==> config.mk <==
export PLATFORM = sky130hd
export DESIGN_NAME = fetch_ctrl_flat
export DESIGN_NICKNAME = d
export VERILOG_FILES = /design/src/rtl/fetch_ctrl_pkg.sv /design/src/rtl/fetch_ctrl_if.sv /design/src/rtl/fetch_buf.sv /design/src/rtl/fetch_ctrl.sv /design/src/flat_wrapper.sv
export SDC_FILE = /design/constraint.sdc
export NUM_CORES = 1
export LEC_CHECK = 0
export CORE_ASPECT_RATIO = 1.75
export CORE_UTILIZATION = 30
export DETAILED_ROUTE_END_ITERATION = 16
export PLACE_DENSITY = 0.54
export SLEW_MARGIN = 5
export SYNTH_ARGS = -nofsm -noshare
export SYNTH_HDL_FRONTEND = slang
export SYNTH_SLANG_ARGS = --single-unit
==> constraint.sdc <==
create_clock -name clk -period 7.84 [get_ports clk]
set_input_delay 1.568 -clock clk [delete_from_list [all_inputs] [get_ports clk]]
set_output_delay 1.568 -clock clk [all_outputs]
set_load 0.02 [all_outputs]
==> src/rtl/fetch_ctrl_pkg.sv <==
// Shared widths, reset constants, FSM encodings and the fetch-queue payload type
// used by the fetch-stage sequencer and its buffer.
package fetch_ctrl_pkg;

  localparam int PC_WIDTH    = 32;
  localparam int XLEN        = 32;
  localparam int INSTR_WIDTH = 32;

  localparam logic [PC_WIDTH-1:0]    RESET_PC_DEFAULT = 32'h8000_0000;
  localparam logic [INSTR_WIDTH-1:0] NOP_INSTR        = 32'h0000_0013;

  localparam logic [0:0] FETCH_BOOT = 1'b0;
  localparam logic [0:0] FETCH_RUN  = 1'b1;

  typedef struct packed {
    logic [INSTR_WIDTH-1:0] instr;
    logic [PC_WIDTH-1:0]    pc;
    logic                   pred_taken;
  } fetch_entry_t;

  // Redirect targets may carry junk in the low bits; fetch is always word aligned.
  function automatic logic [PC_WIDTH-1:0] align_pc(input logic [PC_WIDTH-1:0] pc);
    return {pc[PC_WIDTH-1:2], 2'b00};
  endfunction

endpackage

==> src/rtl/fetch_ctrl_if.sv <==
// Fetch-stage bus: PC_instr fetch/pre-decode side, backend redirect, and F->D queue head.
interface fetch_if;
  import fetch_ctrl_pkg::*;

  logic [PC_WIDTH-1:0]    F_PC_o;
  logic [INSTR_WIDTH-1:0] instr_i;
  logic                   mini_jmp_sel_i;
  logic [XLEN-1:0]        mini_jmp_i;
  logic                   F_commit_i;
  logic                   E_redirect_i;
  logic [PC_WIDTH-1:0]    E_redirect_pc_i;
  logic                   D_ready_i;
  logic                   FD_valid_o;
  logic [INSTR_WIDTH-1:0] FD_instr_o;
  logic [PC_WIDTH-1:0]    FD_pc_o;
  logic                   FD_pred_taken_o;

  modport master (
    output F_PC_o, FD_valid_o, FD_instr_o, FD_pc_o, FD_pred_taken_o,
    input  instr_i, mini_jmp_sel_i, mini_jmp_i, F_commit_i,
           E_redirect_i, E_redirect_pc_i, D_ready_i
  );

  modport slave (
    input  F_PC_o, FD_valid_o, FD_instr_o, FD_pc_o, FD_pred_taken_o,
    output instr_i, mini_jmp_sel_i, mini_jmp_i, F_commit_i,
           E_redirect_i, E_redirect_pc_i, D_ready_i
  );

endinterface

==> src/rtl/fetch_buf.sv <==
// Small synchronous FIFO of fetched instructions with single-cycle flush.
// The head entry is presented straight from the storage registers.
module fetch_buf
  import fetch_ctrl_pkg::*;
#(
  parameter  int DEPTH = 2,
  localparam int PTR_W = $clog2(DEPTH),
  localparam int CNT_W = $clog2(DEPTH + 1)
) (
  input  logic             clk,
  input  logic             rst,
  input  logic             push,
  input  logic             pop,
  input  logic             flush,
  input  fetch_entry_t     push_data,
  output fetch_entry_t     head_data,
  output logic             full,
  output logic             empty,
  output logic [CNT_W-1:0] count
);

  fetch_entry_t     mem_reg [DEPTH];
  logic [PTR_W-1:0] head_reg;
  logic [PTR_W-1:0] tail_reg;
  logic [CNT_W-1:0] count_reg;
  logic             do_push;
  logic             do_pop;

  assign empty   = (count_reg == '0);
  assign full    = (count_reg == CNT_W'(DEPTH));
  assign do_pop  = pop & ~flush & ~empty;
  assign do_push = push & ~flush & (~full | do_pop);

  genvar gi;
  generate
    for (gi = 0; gi < DEPTH; gi++) begin : g_entry
      always_ff @(posedge clk) begin
        if (rst) begin
          mem_reg[gi] <= '{instr: NOP_INSTR, pc: '0, pred_taken: 1'b0};
        end else if (do_push && tail_reg == PTR_W'(gi)) begin
          mem_reg[gi] <= push_data;
        end
      end
    end
  endgenerate

  always_ff @(posedge clk) begin
    if (rst || flush) begin
      head_reg  <= '0;
      tail_reg  <= '0;
      count_reg <= '0;
    end else begin
      if (do_push) tail_reg <= tail_reg + PTR_W'(1);
      if (do_pop)  head_reg <= head_reg + PTR_W'(1);
      case ({do_push, do_pop})
        2'b10:   count_reg <= count_reg + CNT_W'(1);
        2'b01:   count_reg <= count_reg - CNT_W'(1);
        default: count_reg <= count_reg;
      endcase
    end
  end

  assign head_data = mem_reg[head_reg];
  assign count     = count_reg;

endmodule

==> src/rtl/fetch_ctrl.sv <==
// Fetch-stage sequencer: owns the fetch PC, selects redirect / pre-decode target /
// PC+4, and queues committed fetches toward decode.
module fetch_ctrl
  import fetch_ctrl_pkg::*;
#(
  parameter logic [PC_WIDTH-1:0] RESET_PC  = RESET_PC_DEFAULT,
  parameter int                  BUF_DEPTH = 2
) (
  input logic       clk,
  input logic       rst,
  fetch_if.master   bus
);

  localparam int CNT_W = $clog2(BUF_DEPTH + 1);

  logic [0:0]          state_reg;
  logic [0:0]          state_next;
  logic [PC_WIDTH-1:0] pc_reg;
  logic [PC_WIDTH-1:0] pc_next;
  fetch_entry_t        push_entry;
  fetch_entry_t        head_entry;
  logic                buf_full;
  logic                buf_empty;
  logic [CNT_W-1:0]    buf_count;
  logic                pop;
  logic                fetch_ok;

  assign pop      = ~buf_empty & bus.D_ready_i;
  // A full queue still accepts a fetch when decode drains the head this cycle.
  assign fetch_ok = (state_reg == FETCH_RUN) & bus.F_commit_i & ~bus.E_redirect_i
                  & (~buf_full | pop);

  assign push_entry = '{instr: bus.instr_i, pc: pc_reg, pred_taken: bus.mini_jmp_sel_i};

  always_comb begin
    state_next = state_reg;
    case (state_reg)
      FETCH_BOOT: state_next = FETCH_RUN;
      default:    state_next = FETCH_RUN;
    endcase
  end

  always_comb begin
    pc_next = pc_reg;
    if (bus.E_redirect_i) begin
      pc_next = align_pc(bus.E_redirect_pc_i);
    end else if (fetch_ok) begin
      pc_next = bus.mini_jmp_sel_i ? bus.mini_jmp_i[PC_WIDTH-1:0] : pc_reg + PC_WIDTH'(4);
    end
  end

  always_ff @(posedge clk) begin
    if (rst) begin
      state_reg <= FETCH_BOOT;
      pc_reg    <= RESET_PC;
    end else begin
      state_reg <= state_next;
      pc_reg    <= pc_next;
    end
  end

  fetch_buf #(.DEPTH(BUF_DEPTH)) u_buf (
    .clk       (clk),
    .rst       (rst),
    .push      (fetch_ok),
    .pop       (pop),
    .flush     (bus.E_redirect_i),
    .push_data (push_entry),
    .head_data (head_entry),
    .full      (buf_full),
    .empty     (buf_empty),
    .count     (buf_count)
  );

  assign bus.F_PC_o          = pc_reg;
  assign bus.FD_valid_o      = (buf_count != '0);
  assign bus.FD_instr_o      = head_entry.instr;
  assign bus.FD_pc_o         = head_entry.pc;
  assign bus.FD_pred_taken_o = head_entry.pred_taken;

endmodule
==> src/flat_wrapper.sv <==
// flat-port wrapper written by rule: the top's interface ports become plain ports
module fetch_ctrl_flat import fetch_ctrl_pkg::*;
#(
  parameter logic [PC_WIDTH-1:0] RESET_PC  = RESET_PC_DEFAULT,
  parameter int                  BUF_DEPTH = 2
)
  (clk, rst, bus_F_PC_o, bus_FD_valid_o, bus_FD_instr_o, bus_FD_pc_o, bus_FD_pred_taken_o, bus_instr_i, bus_mini_jmp_sel_i, bus_mini_jmp_i, bus_F_commit_i, bus_E_redirect_i, bus_E_redirect_pc_i, bus_D_ready_i);
  fetch_if bus_i ();
  input logic clk;
  input logic rst;
  output wire logic [$bits(bus_i.F_PC_o)-1:0] bus_F_PC_o;
  output wire logic [$bits(bus_i.FD_valid_o)-1:0] bus_FD_valid_o;
  output wire logic [$bits(bus_i.FD_instr_o)-1:0] bus_FD_instr_o;
  output wire logic [$bits(bus_i.FD_pc_o)-1:0] bus_FD_pc_o;
  output wire logic [$bits(bus_i.FD_pred_taken_o)-1:0] bus_FD_pred_taken_o;
  input wire logic [$bits(bus_i.instr_i)-1:0] bus_instr_i;
  input wire logic [$bits(bus_i.mini_jmp_sel_i)-1:0] bus_mini_jmp_sel_i;
  input wire logic [$bits(bus_i.mini_jmp_i)-1:0] bus_mini_jmp_i;
  input wire logic [$bits(bus_i.F_commit_i)-1:0] bus_F_commit_i;
  input wire logic [$bits(bus_i.E_redirect_i)-1:0] bus_E_redirect_i;
  input wire logic [$bits(bus_i.E_redirect_pc_i)-1:0] bus_E_redirect_pc_i;
  input wire logic [$bits(bus_i.D_ready_i)-1:0] bus_D_ready_i;
  assign bus_F_PC_o = bus_i.F_PC_o;
  assign bus_FD_valid_o = bus_i.FD_valid_o;
  assign bus_FD_instr_o = bus_i.FD_instr_o;
  assign bus_FD_pc_o = bus_i.FD_pc_o;
  assign bus_FD_pred_taken_o = bus_i.FD_pred_taken_o;
  assign bus_i.instr_i = bus_instr_i;
  assign bus_i.mini_jmp_sel_i = bus_mini_jmp_sel_i;
  assign bus_i.mini_jmp_i = bus_mini_jmp_i;
  assign bus_i.F_commit_i = bus_F_commit_i;
  assign bus_i.E_redirect_i = bus_E_redirect_i;
  assign bus_i.E_redirect_pc_i = bus_E_redirect_pc_i;
  assign bus_i.D_ready_i = bus_D_ready_i;
  fetch_ctrl #(.RESET_PC(RESET_PC), .BUF_DEPTH(BUF_DEPTH)) u_core (.clk(clk), .rst(rst), .bus(bus_i));
endmodule
== Yosys cells after proc, flatten, opt, wreduce, memory -nomap -nowiden ==
Memories as Yosys holds them, arrays and structs flattened. A register that Yosys moved wholly into a read port is not among the register bits.
Cells that the tools add are included.

* $add $sub $neg: 5
* Equal/unequal tests: 3
* Multiplexer cells: 17
* Bitwise logic cells: 16
* Reductions and logical operators: 8

{| class="wikitable"
|+ Operators with widths
! kind !! number
|-
| $mux W65 || 2
|-
| $mux W32 || 3
|-
| $add A32 B3 Y32 const B || 1
|-
| $mux W1 || 11
|-
| $and A1 B1 Y1 || 8
|-
| $reduce_bool A2 Y1 || 3
|-
| $eq A2 B2 Y1 const B || 2
|-
| $not A1 Y1 || 4
|-
| $or A1 B1 Y1 || 4
|-
| $pmux W2 S2 || 1
|-
| $add A1 B1 Y1 const B || 2
|-
| $add A2 B1 Y2 const B || 1
|-
| $eq A2 B1 Y1 const B || 1
|-
| $logic_and A1 B1 Y1 || 2
|-
| $logic_not A2 Y1 || 1
|-
| $reduce_or A2 Y1 || 1
|-
| $sub A2 B1 Y2 const B || 1
|-
| $logic_or A1 B1 Y1 || 1
|}

* Flip-flop bits (word level): 37
* Bits in writable memories: 130
* Bits of input ports: 102
* Output and inout port bits: 98
* Memories kept: 1

{| class="wikitable"
|+ Memories
! name !! words !! width !! rd ports !! clocked after Yosys merged registers in !! write ports !! RTL line !! source
|-
| u_core.u_buf.mem_reg || 2 || 65 || 1 || 1 || 2 || fetch_buf.sv:22 || <nowiki>fetch_entry_t mem_reg [DEPTH];</nowiki>
|}

== Logic depth before layout (Yosys ltp) ==
Gate-level depths: netlist (run 1).

* Depth after elaboration: 12
* Depth in mapped cells: 8
* Depth with buffers taken out: 7

== Cells and area by module ==
A second synthesis (run 1) with hierarchy kept.

* Cells, all modules: 717
* Area total of the unflattened synthesis: 8119.0 um2

{| class="wikitable"
|+ By module, submodules not included
! module !! instances !! cells each !! area each (um2) !! seq. area each (um2)
|-
| fetch_buf || 1 || 449 || 5939.4 || 4003.8
|-
| fetch_ctrl || 1 || 268 || 2179.6 || 660.6
|}

== Worst setup path before layout (run 1) ==
Ideal clock, no wire load.

* Path kind: input to register
* Start point: in bus_D_ready_i
* End point: mem u_core.u_buf.mem_reg[1][0] (netlist name), enable pin
* Setup time: 578 ps
* Data arrival time: 6788 ps
* Data required time: 7262 ps
* Slack: 474 ps
* Stages on the path: 4
* Cell sequence: nor3b_1 nor3_1 clkinv_1 o21ai_0

{| class="wikitable"
|+ RTL lines
! element !! RTL line !! source
|-
| start, declared || flat_wrapper.sv:22 || <nowiki>input wire logic [$bits(bus_i.D_ready_i)-1:0] bus_D_ready_i;</nowiki>
|-
| end, declared || fetch_buf.sv:22 ||
|}

== Worst setup path in the final report (run 1) ==
* Start point: in bus_E_redirect_i
* End point: reg u_core.pc_reg[28] (netlist: u_core.bus.F_PC_o[28])

* Longest elaborated chain between the ends: 4

{| class="wikitable"
|+ Ends and longest elaborated chain
! element !! RTL line !! source
|-
| start, declared || flat_wrapper.sv:20 || <nowiki>input wire logic [$bits(bus_i.E_redirect_i)-1:0] bus_E_redirect_i;</nowiki>
|-
| $not A1 Y1 || fetch_ctrl.sv:30 || <nowiki>assign fetch_ok = (state_reg == FETCH_RUN) & bus.F_commit_i & ~bus.E_redirect_i</nowiki>
|-
| $and A1 B1 Y1 || fetch_ctrl.sv:30 ||
|-
| $and A1 B1 Y1 || fetch_ctrl.sv:31 || <nowiki>& (~buf_full | pop);</nowiki>
|-
| $reduce_bool A2 Y1 (no line) || - ||
|-
| end signal, assigned || fetch_ctrl.sv:58 || <nowiki>pc_reg <= pc_next;</nowiki>
|-
| end, declared || fetch_ctrl.sv:18 || <nowiki>logic [PC_WIDTH-1:0] pc_reg;</nowiki>
|}

Parallel ways exist; a longest one is shown, timed or not.
A chain may end at the register's enable or synchronous reset.

==> results of run 1 <==
cell usage in the layout (no fill, tap or decap), types with 12 or more instances in the layout:
cell type,instances
a222oi_1,14
edfxtp_1,130
dfxtp_1,37
nand2_1,23
nor2_1,17
a22oi_1,12
clkdlybuf4s50_1,197
nor3_1,21
a21oi_1,13
mux2_2,65
xor2_1,12
clkbuf_16,17
o22ai_1,16
xnor2_1,12
and2_1,112
final cells by class:
class,count,area [sq um]
Inverter,9,33.78
Tap cell,320,400.4
Sequential cell,168,4668
Timing Repair Buffer,205,2032
Fill cell,2486,15130
Clock inverter,7,93.84
Clock buffer,25,475.5
Multi-Input combinational cell,410,3024
kinds of logic after synthesis:
kind of cell	synth area share
xor+xnor	0.02662
fa+ha+maj	0.003169
compound gates	0.07558
flops	0.5907
mux	0.1016
simple gates	0.1718
buf+inv	0.03058
critical path: stages:
cell	delay [ps]
clkdlybuf4s50_1	390
buf_4	270
nor3_1	500
buf_4	280
clkinv_1	380
nor2_2	910
a222oi_1	280
o22ai_1	180
per-layer routing:
layer / share of wire / up-vias / track usage
met5: 0 / - / 0
met4: 0.029 / 0 / 0.07430
met3: 0.035 / 31 / 0.03407
met2: 0.54 / 152 / 0.3070
met1: 0.39 / 2801 / 0.1804
li1: - / 2701 / -
power groups by stage:
stage / Sequential (uW) / Combinational (uW) / Clock [uW]
final: 1030 / 251 / 825
after global routing: 1030 / 267 / 882
after CTS: 1030 / 255 / 843
after detailed placement: 1050 / 254 / 0
after global placement: 1050 / 254 / 0
after floorplan: 1050 / 112 / 0
worst max-delay path by stage:
stage	from	to	slack [ps]	cells after the start
6_report	bus_E_redirect_i	u_core.bus.F_PC_o[28]	3430	8
3_5_place_dp	bus_E_redirect_i	u_core.u_buf.mem_reg[1][60]	2910	7
4_1_cts	bus_E_redirect_i	u_core.u_buf.mem_reg[1][6]	3390	7
2_1_floorplan	bus_D_ready_i	u_core.u_buf.mem_reg[1][0]	470	4
5_1_grt	bus_E_redirect_i	u_core.u_buf.mem_reg[1][3]	3230	7
3_3_place_gp	bus_E_redirect_i	u_core.u_buf.mem_reg[1][60]	2880	7
per-stage QoR:
step / setup WS (ps) / hold slack [ps] / power (uW)
after floorplan: 474.0 / 461.5 / 1160
after global placement: 2878 / 479.1 / 1300
after detailed placement: 2912 / 499.4 / 1302
after CTS: 3385 / 513.3 / 2128
after global routing: 3232 / 538.7 / 2184
final: 3427 / 511.6 / 2105
==> flow_metrics.py, run 1 <==
metrics = {
    "synth": {
        "synth_top_area_share": 0.4944,
        "syn_avg_cell_area_sq_um": 12.40,
        "synth_edf_count": 130,
        "syn_inst": 637,
        "post-synth-top-count-cell": "edfxtp_1",
        "seq_area_frac_synth": 0.5907,
        "yosysWarnings": 0,
        "yosys-top-cells-count": "edfxtp_1 (130), and2_1 (112), mux2_2 (65), clkbuf_1 (38), dfxtp_1 (38)",
        "async_flop_share": 0,
        "synth.area.top_cells": "edfxtp_1 (49%), dfxtp_1 (9.6%), mux2_2 (9.3%)",
        "netlist_area_sq_mm": 0.007896,
        "synth_top_cell_by_area": "edfxtp_1",
        "ys.flop_type": "edfxtp_1",
        "ys_seq_elements": 168,
        "ys_types": 52,
        "synth_fp_nets": 741,
    },
    "routing": {
        "drcViolationCount": 0,
        "detail_route.first_pass.iterations": 8,
        "final_antenna_net_count": 0,
        "finalWirelength_mm": 22.05,
        "wl_per_cell_um": 19.27,
        "vias": 5685,
        "vias_per_cell": 4.969,
        "first_iter_violations": 312,
    },
    "power": {
        "irDropWorstVdd_uv": 148.6,
        "clkPwrFrac": 0.392,
        "leakagePower_uw": 0.003766,
        "p_sw_frac": 0.2337,
        "combPwrFrac": 0.119,
        "p_per_area_mw_per_mm2": 196.3,
        "p_switching_uw": 491.9,
        "seqPwrFrac": 0.489,
        "p_int_uw": 1613,
    },
    "critical_path": {
        "path_class": "input pin to flop",
        "r2r_slack_ps": 4760,
        "reg2reg_to": "u_core.bus.F_PC_o[28]",
        "cp.required_ps": 8200,
        "end_kind": "flop",
        "worstSetupStartpointType": "input pin",
        "path_max_fanout": 40,
        "crit_arrival_ps": 4780,
        "r2r_cells": 7,
        "reg2reg_from": "u_core.u_buf.count[0]",
    },
    "layout": {
        "fin_util": 0.4148,
        "area_growth_pct": 35.86,
        "drive_above_1_share": 0.1371,
        "stdcell_count": 1144,
        "final_cell_area_sq_mm": 0.01073,
        "largest_reg_flops": 130,
        "diodes": 0,
        "fin_nets": 915,
    },
    "sta": {
        "slew_viol_final": 0,
        "worst_pin_slew_ps": 1155,
        "fmax_mhz": 226.6,
        "hold_viol": 0,
        "setup_viol_count_final": 0,
        "period_share": 0.5629,
        "grt_setup_unrepaired": "no",
        "slew_headroom": 0.2229,
        "tns_ps": 0,
        "skew_ps": 6.991,
        "min_period_ps": 4413,
    },
    "placement": {
        "portBuffers": 197,
        "dpl.hpwl_mm": 14.34,
        "dp.cells": 1112,
        "place_congestion": 0.7740,
        "dpl-instance-area_sq_mm": 0.01016,
    },
    "die": {
        "fp.dieH_um": 216.6,
        "floorplan.initialDensity": 0.3053,
        "fp.coreArea_sq_mm": 0.02586,
        "pin_count": 200,
        "die_w_um": 124.6,
        "row_count": 78,
        "die_area_sq_mm": 0.02700,
    },
    "grt": {
        "grt_use_total": 0.1662,
        "antenna_found_initial": 0,
        "grt-ovfl-total": 0,
        "grt_pass1_vias": 5736,
        "grt_pass1_wl_mm": 33.43,
        "grt_max_degree": 66,
    },
    "status": {
        "status": "finished, final reports clean",
    },
    "cts": {
        "cts_root_buf": "clkbuf_16",
        "clk_latency_ps": 440,
        "htreeDepth": 4,
        "cts.path.max_buffers": 2,
        "clock-sinks": 168,
        "cts_setup_buffers": 0,
        "cts_resized": 0,
        "clk_pin_slew_ps": 60,
        "numCtsBuffers": 17,
        "cts_tree": "done",
        "cts-hold-fix-buffers": 0,
    },
    "hold_path": {
        "min_from": "u_core.u_buf.head_reg",
        "hp-class": "flop to flop",
        "min_to": "u_core.u_buf.head_reg",
        "hold_path_depth": 2,
    },
    "flow_run": {
        "drv_cap": 0,
    },
}
Note: power is estimated with default switching activity, not from simulation.
==> inputs of run 2 (changes only) <==
==> constraint.sdc (replaced) <==
create_clock -name clk -period 4.4 [get_ports clk]
set_input_delay 0.88 -clock clk [delete_from_list [all_inputs] [get_ports clk]]
set_output_delay 0.88 -clock clk [all_outputs]
set_load 0.02 [all_outputs]
==> run 2 against run 1 <==
Effect of this change:
- combinational power rose by 81%
- first-iteration DRC count fell by 17%
- wire length rose by 0.38%
- sequential share of layout area fell by 0.27 points
- die area did not move
==> flow_metrics.py, run 2 (synthesis results as in run 1) <==
metrics = {
    "status": {
        "status": "finished, final reports clean",
    },
    "sta": {
        "worst_pin_slew_ps": 958.3,
        "worst_hold_slack_ps": 510.0,
        "fmax_mhz": 300.0,
        "period_share": 0.7575,
        "slew_viol_final": 0,
        "hold_viol": 0,
        "skew_ps": 7.332,
        "min_period_ps": 3333,
        "slew_headroom": 0.3612,
        "tns_ps": 0,
        "setup_viol_count_final": 0,
        "grt_setup_unrepaired": "no",
    },
    "layout": {
        "fillCellCount": 2451,
        "fin_nets": 919,
        "multiInputGateArea_sq_mm": 0.003024,
        "final_common_cell": "clkdlybuf4s50_1",
        "drive_above_1_share": 0.1461,
        "area_growth_pct": 36.71,
        "largest_reg_flops": 130,
        "regArea_sq_mm": 0.004668,
        "final_cell_area_sq_mm": 0.01080,
        "mostFrequentLayoutCells": "clkdlybuf4s50_1 (197), edfxtp_1 (130), and2_1 (112)",
    },
    "cts": {
        "cts_resized": 0,
        "cts_root_buf": "clkbuf_16",
        "cts.path.max_buffers": 2,
        "clk_latency_ps": 440,
        "clk_pin_slew_ps": 60,
        "cts_tree": "done",
        "cts-hold-fix-buffers": 0,
        "cts_setup_buffers": 0,
        "clock-sinks": 168,
        "numCtsBuffers": 17,
        "htreeDepth": 4,
    },
    "grt": {
        "grt_use_total": 0.1662,
        "grt_pass1_wl_mm": 33.62,
        "grt_pass1_vias": 5682,
        "antenna_found_initial": 1,
        "grt_max_degree": 66,
        "grt-ovfl-total": 0,
    },
    "die": {
        "fp.coreArea_sq_mm": 0.02586,
        "die_w_um": 124.6,
        "die_area_sq_mm": 0.02700,
        "floorplan.initialDensity": 0.3053,
        "row_count": 78,
        "pin_count": 200,
        "fp.dieH_um": 216.6,
    },
    "flow_run": {
        "drv_cap": 0,
    },
    "routing": {
        "final_antenna_net_count": 0,
        "first_iter_violations": 259,
        "drcViolationCount": 0,
        "vias_per_cell": 4.942,
        "wl_met2_mm": 11.97,
        "detail_route.first_pass.iterations": 7,
        "finalWirelength_mm": 22.13,
        "wl_per_cell_um": 19.26,
        "dr_wl_met3_um": 720,
        "highest_layer": "met4",
        "wl_met1_mm": 8.821,
        "vias": 5678,
    },
    "power": {
        "fin_total_pwr_uw": 3767,
        "irDropWorstVdd_uv": 262.2,
        "p_per_area_mw_per_mm2": 349.0,
        "leakagePower_uw": 0.003791,
    },
    "critical_path": {
        "worstPathCellList": "mux2_2 > clkdlybuf4s50_1",
        "r2r_cells": 7,
        "crit_arrival_ps": 2450,
        "cp.required_ps": 3520,
        "path_class": "flop to output pin",
        "cpMaxStageDelayCell": "dfxtp_4",
        "r2r_slack_ps": 1850,
        "reg2reg_to": "u_core.u_buf.mem_reg[0][62]",
        "end_kind": "output pin",
        "cp_slowest_stage_delay_ps": 970,
        "worstSetupStartpointType": "flop",
        "path_max_fanout": 65,
        "reg2reg_from": "u_core.u_buf.count[1]",
    },
    "placement": {
        "dpl.hpwl_mm": 14.68,
        "dpl-instance-area_sq_mm": 0.01021,
        "portBuffers": 197,
        "place_congestion": 0.7772,
    },
    "hold_path": {
        "min_from": "u_core.u_buf.head_reg",
        "hp-class": "flop to flop",
        "hold_path_depth": 2,
    },
}
==> run 2: changes by cell type in the layout (fill, tap and decap cells not counted) <==
cell / previous run / this run
diode_2: 0 / 1
clkbuf_8: 2 / 0
clkinvlp_4: 2 / 5
clkbuf_1: 6 / 2
buf_12: 0 / 2
clkinv_2: 2 / 1
clkinv_4: 1 / 2
buf_4: 8 / 10
inv_6: 0 / 3
==> run 2: power breakdown <==
group / internal (uW) / switching, uW
clock: 840 / 641
sequential: 1780 / 56.4
combinational: 237 / 216
==> run 2: how the worst max path moves through the flow <==
stage	start	endpoint	slack (ps)
floorplan	bus_D_ready_i	u_core.u_buf.mem_reg[1][0]	720
global placement	bus_D_ready_i	u_core.u_buf.mem_reg[1][11]	910
detailed placement	bus_D_ready_i	u_core.u_buf.mem_reg[1][55]	840
CTS	flop	bus_FD_pc_o[14]	950
global route	flop	bus_FD_pc_o[14]	920
finish	flop	bus_FD_pc_o[14]	1070
==> run 2: critical path, delay by kind of cell, from the launching register on <==
| family | cells | cell delay [ps] |
|---|---|---|
| multiplexers | 1 | 420 |
| buffers and inverters | 1 | 610 |
| flip-flops | 1 | 970 |
==> run 2: final cells by class <==
| cell class | instances | area share |
|---|---|---|
| Sequential cell | 168 | 0.4324 |
| Timing Repair Buffer | 209 | 0.1933 |
| Multi-Input combinational cell | 410 | 0.2801 |
| Inverter | 9 | 0.003129 |
| Clock inverter | 13 | 0.01356 |
| Clock buffer | 19 | 0.04010 |
| Antenna cell | 1 | 0.0002318 |
| Tap cell | 320 | 0.03709 |
==> run 2: metal layers <==
metal | track usage | vias to the layer above
met5 | 0 | -
met4 | 0.08876 | 0
met3 | 0.02789 | 27
met2 | 0.2998 | 156
met1 | 0.1847 | 2786
li1 | - | 2709
==> run 2: metrics by stage <==
step | instances | util | setup slack, ps
2_1_floorplan | 637 | - | 722.1
3_3_place_gp | 1116 | 0.3949 | 914.5
3_5_place_dp | 1116 | 0.3949 | 844.7
4_1_cts | 1148 | 0.4173 | 949.9
5_1_grt | 1149 | 0.4174 | 921.7
6_report | 1149 | 0.4174 | 1067
==> RTL edit (flow settings as in run 2) <==
Register the output `bus.FD_pred_taken_o`; this adds one clock of latency there.
--- a/src/rtl/fetch_ctrl.sv
+++ b/src/rtl/fetch_ctrl.sv
@@ -78,3 +78,5 @@
   assign bus.FD_pc_o         = head_entry.pc;
-  assign bus.FD_pred_taken_o = head_entry.pred_taken;
+  always_ff @(posedge clk) begin
+    bus.FD_pred_taken_o <= head_entry.pred_taken;
+  end
 
Formal check against the unedited RTL: not equivalent (a bounded check fails within 4 cycles, from zero or initial values and one cycle with rst high).
==> RTL edit against run 2 <==
Cell area increased by 0.88%; worst setup slack got worse by 0.029 ns; routed wire length increased by 0.35%; final cell count increased by 4.4%; sequential cell count increased by 1; power increased by 1.5%; clock power increased by 3%; synthesized area increased by 6.3%.
==> RTL edit: results (changes against run 2) <==
RePlAce Congestion 0.7751 (-0.27%); Non-Filler Instances 1199 (+4.4%); Final nets 920 (+0.11%); CTS Root Cell clkbuf_16; fraction of final layout cells sized beyond drive strength 1 0.1423 (-0.003795); Post-Synthesis Cells 702 (+10%); metal3 WL 821 microns (+14%); DR iter-0 viols 307 (+19%); first-pass iteration count of the detailed router 9 (+2); routed wl met2 12.21 mm (+2.0%); Via density 4.758 (-3.7%); internal power 2.942 mW (+3.1%); clock slew at reported path FFs 0.07 ns; actual slew at the worst max-slew pin 0.9832 ns (+0.02490 ns); Fillers 2694 (+9.9%); WL final 22.21 mm (+0.35%); first-pass GRT wire length 34.16 mm (+1.6%); WL met1 8.560 mm (-3.0%); leakage power 3.820 nW (+0.78%); slowest stage delay, CP 0.93 ns (-0.04 ns); post-CTS setup repair buffer count 0 (unchanged); Net Count, Synth 806 (+8.8%); outcome finished clean; worst slack, placed 0.8452 ns (+0.0005310 ns); Synth area leaders edfxtp_1 46%, dfxtp_1 9.3%, mux2_2 8.7%; commonest cells in the netlist 130 x edfxtp_1, 112 x and2_1, 65 x buf_4, 65 x mux2_2, 39 x dfxtp_1; synthesis warning total 0 (unchanged); Crit-path slowest cell dfxtp_4; vias in the first global route 6020 (+5.9%); clock skew 0.01200 ns (+0.004668 ns); placed cell areas 10290 sq um (+0.80%); Worst Path Arrival 2.48 ns (+0.03 ns); VDD IR max 0.2628 mV (+0.23%); GRT Total Usage 0.1626 (-0.003575); sequential area share after synthesis 0.5579 (-0.03282); Post-DP HPWL 14.94 mm (+1.8%)
-- RTL edit: changes by cell type in the layout (fill, tap and decap cells not counted) --
cell               run 2  this run
clkbuf_1               2         4
clkinvlp_4             5         1
clkinv_2               1         3
clkinv_1               1         2
clkinv_4               2         1
dfxtp_1               37        38
clkbuf_8               0         2
bufinv_16              2         3
inv_6                  3         0
-- RTL edit: worst register-to-register path, cell delays in order, from the launching register on --
cell      delay (ns)
dfxtp_1         0.40
nor3b_1         0.11
nor3_1          0.24
buf_4           0.26
clkinv_1        0.41
nor2_2          0.42
buf_4           0.29
a222oi_1        0.13
o22ai_1         0.21
-- RTL edit: layer usage --
| metal | up-vias | GRT usage |
|---|---|---|
| li1 | 2719 | - |
| met1 | 2796 | 0.1692 |
| met2 | 159 | 0.3024 |
| met3 | 31 | 0.03597 |
| met4 | 0 | 0.07704 |
| met5 | - | 0 |
-- RTL edit: logic make-up after synthesis --
family	count (synthesis)	synth area share
compound gates	82	0.07108
xor+xnor	24	0.02503
fa+ha+maj	2	0.002980
buf+inv	123	0.08598
flops	169	0.5579
mux	72	0.09551
simple gates	230	0.1615
-- RTL edit: cell type report --
| class | count | share of cell area |
|---|---|---|
| sequential | 169 | 0.4305 |
| multi-input combinational | 410 | 0.2777 |
| timing repair buffer | 209 | 0.1916 |
| clock buffer | 23 | 0.04297 |
| tap | 369 | 0.04239 |
| clock inverter | 9 | 0.01149 |
| inverter | 9 | 0.003102 |
| antenna | 1 | 0.0002298 |
-- RTL edit: final timing paths --
kind | start | endpoint | slack (ns) | cells past startpoint
worst max-delay path | flip-flop | bus_FD_pc_o[17] | 1.04 | 2
worst min-delay path | u_core.u_buf.mem_reg[1][0] | u_core.bus.FD_pred_taken_o | 0.49 | 1
worst max register to register | u_core.u_buf.count[0] | u_core.bus.F_PC_o[25] | 1.83 | 8
worst min register to register | u_core.u_buf.mem_reg[1][0] | u_core.bus.FD_pred_taken_o | 0.49 | 1
-- RTL edit: power groups by stage --
stage               clock, mW  combinational [mW]  sequential (mW)
finish                   1.53               0.453             1.84
floorplan                   0               0.242             1.87
CTS                      1.57               0.460             1.84
global route             1.62               0.483             1.85
detailed placement          0               0.458             1.88
global placement            0               0.456             1.87
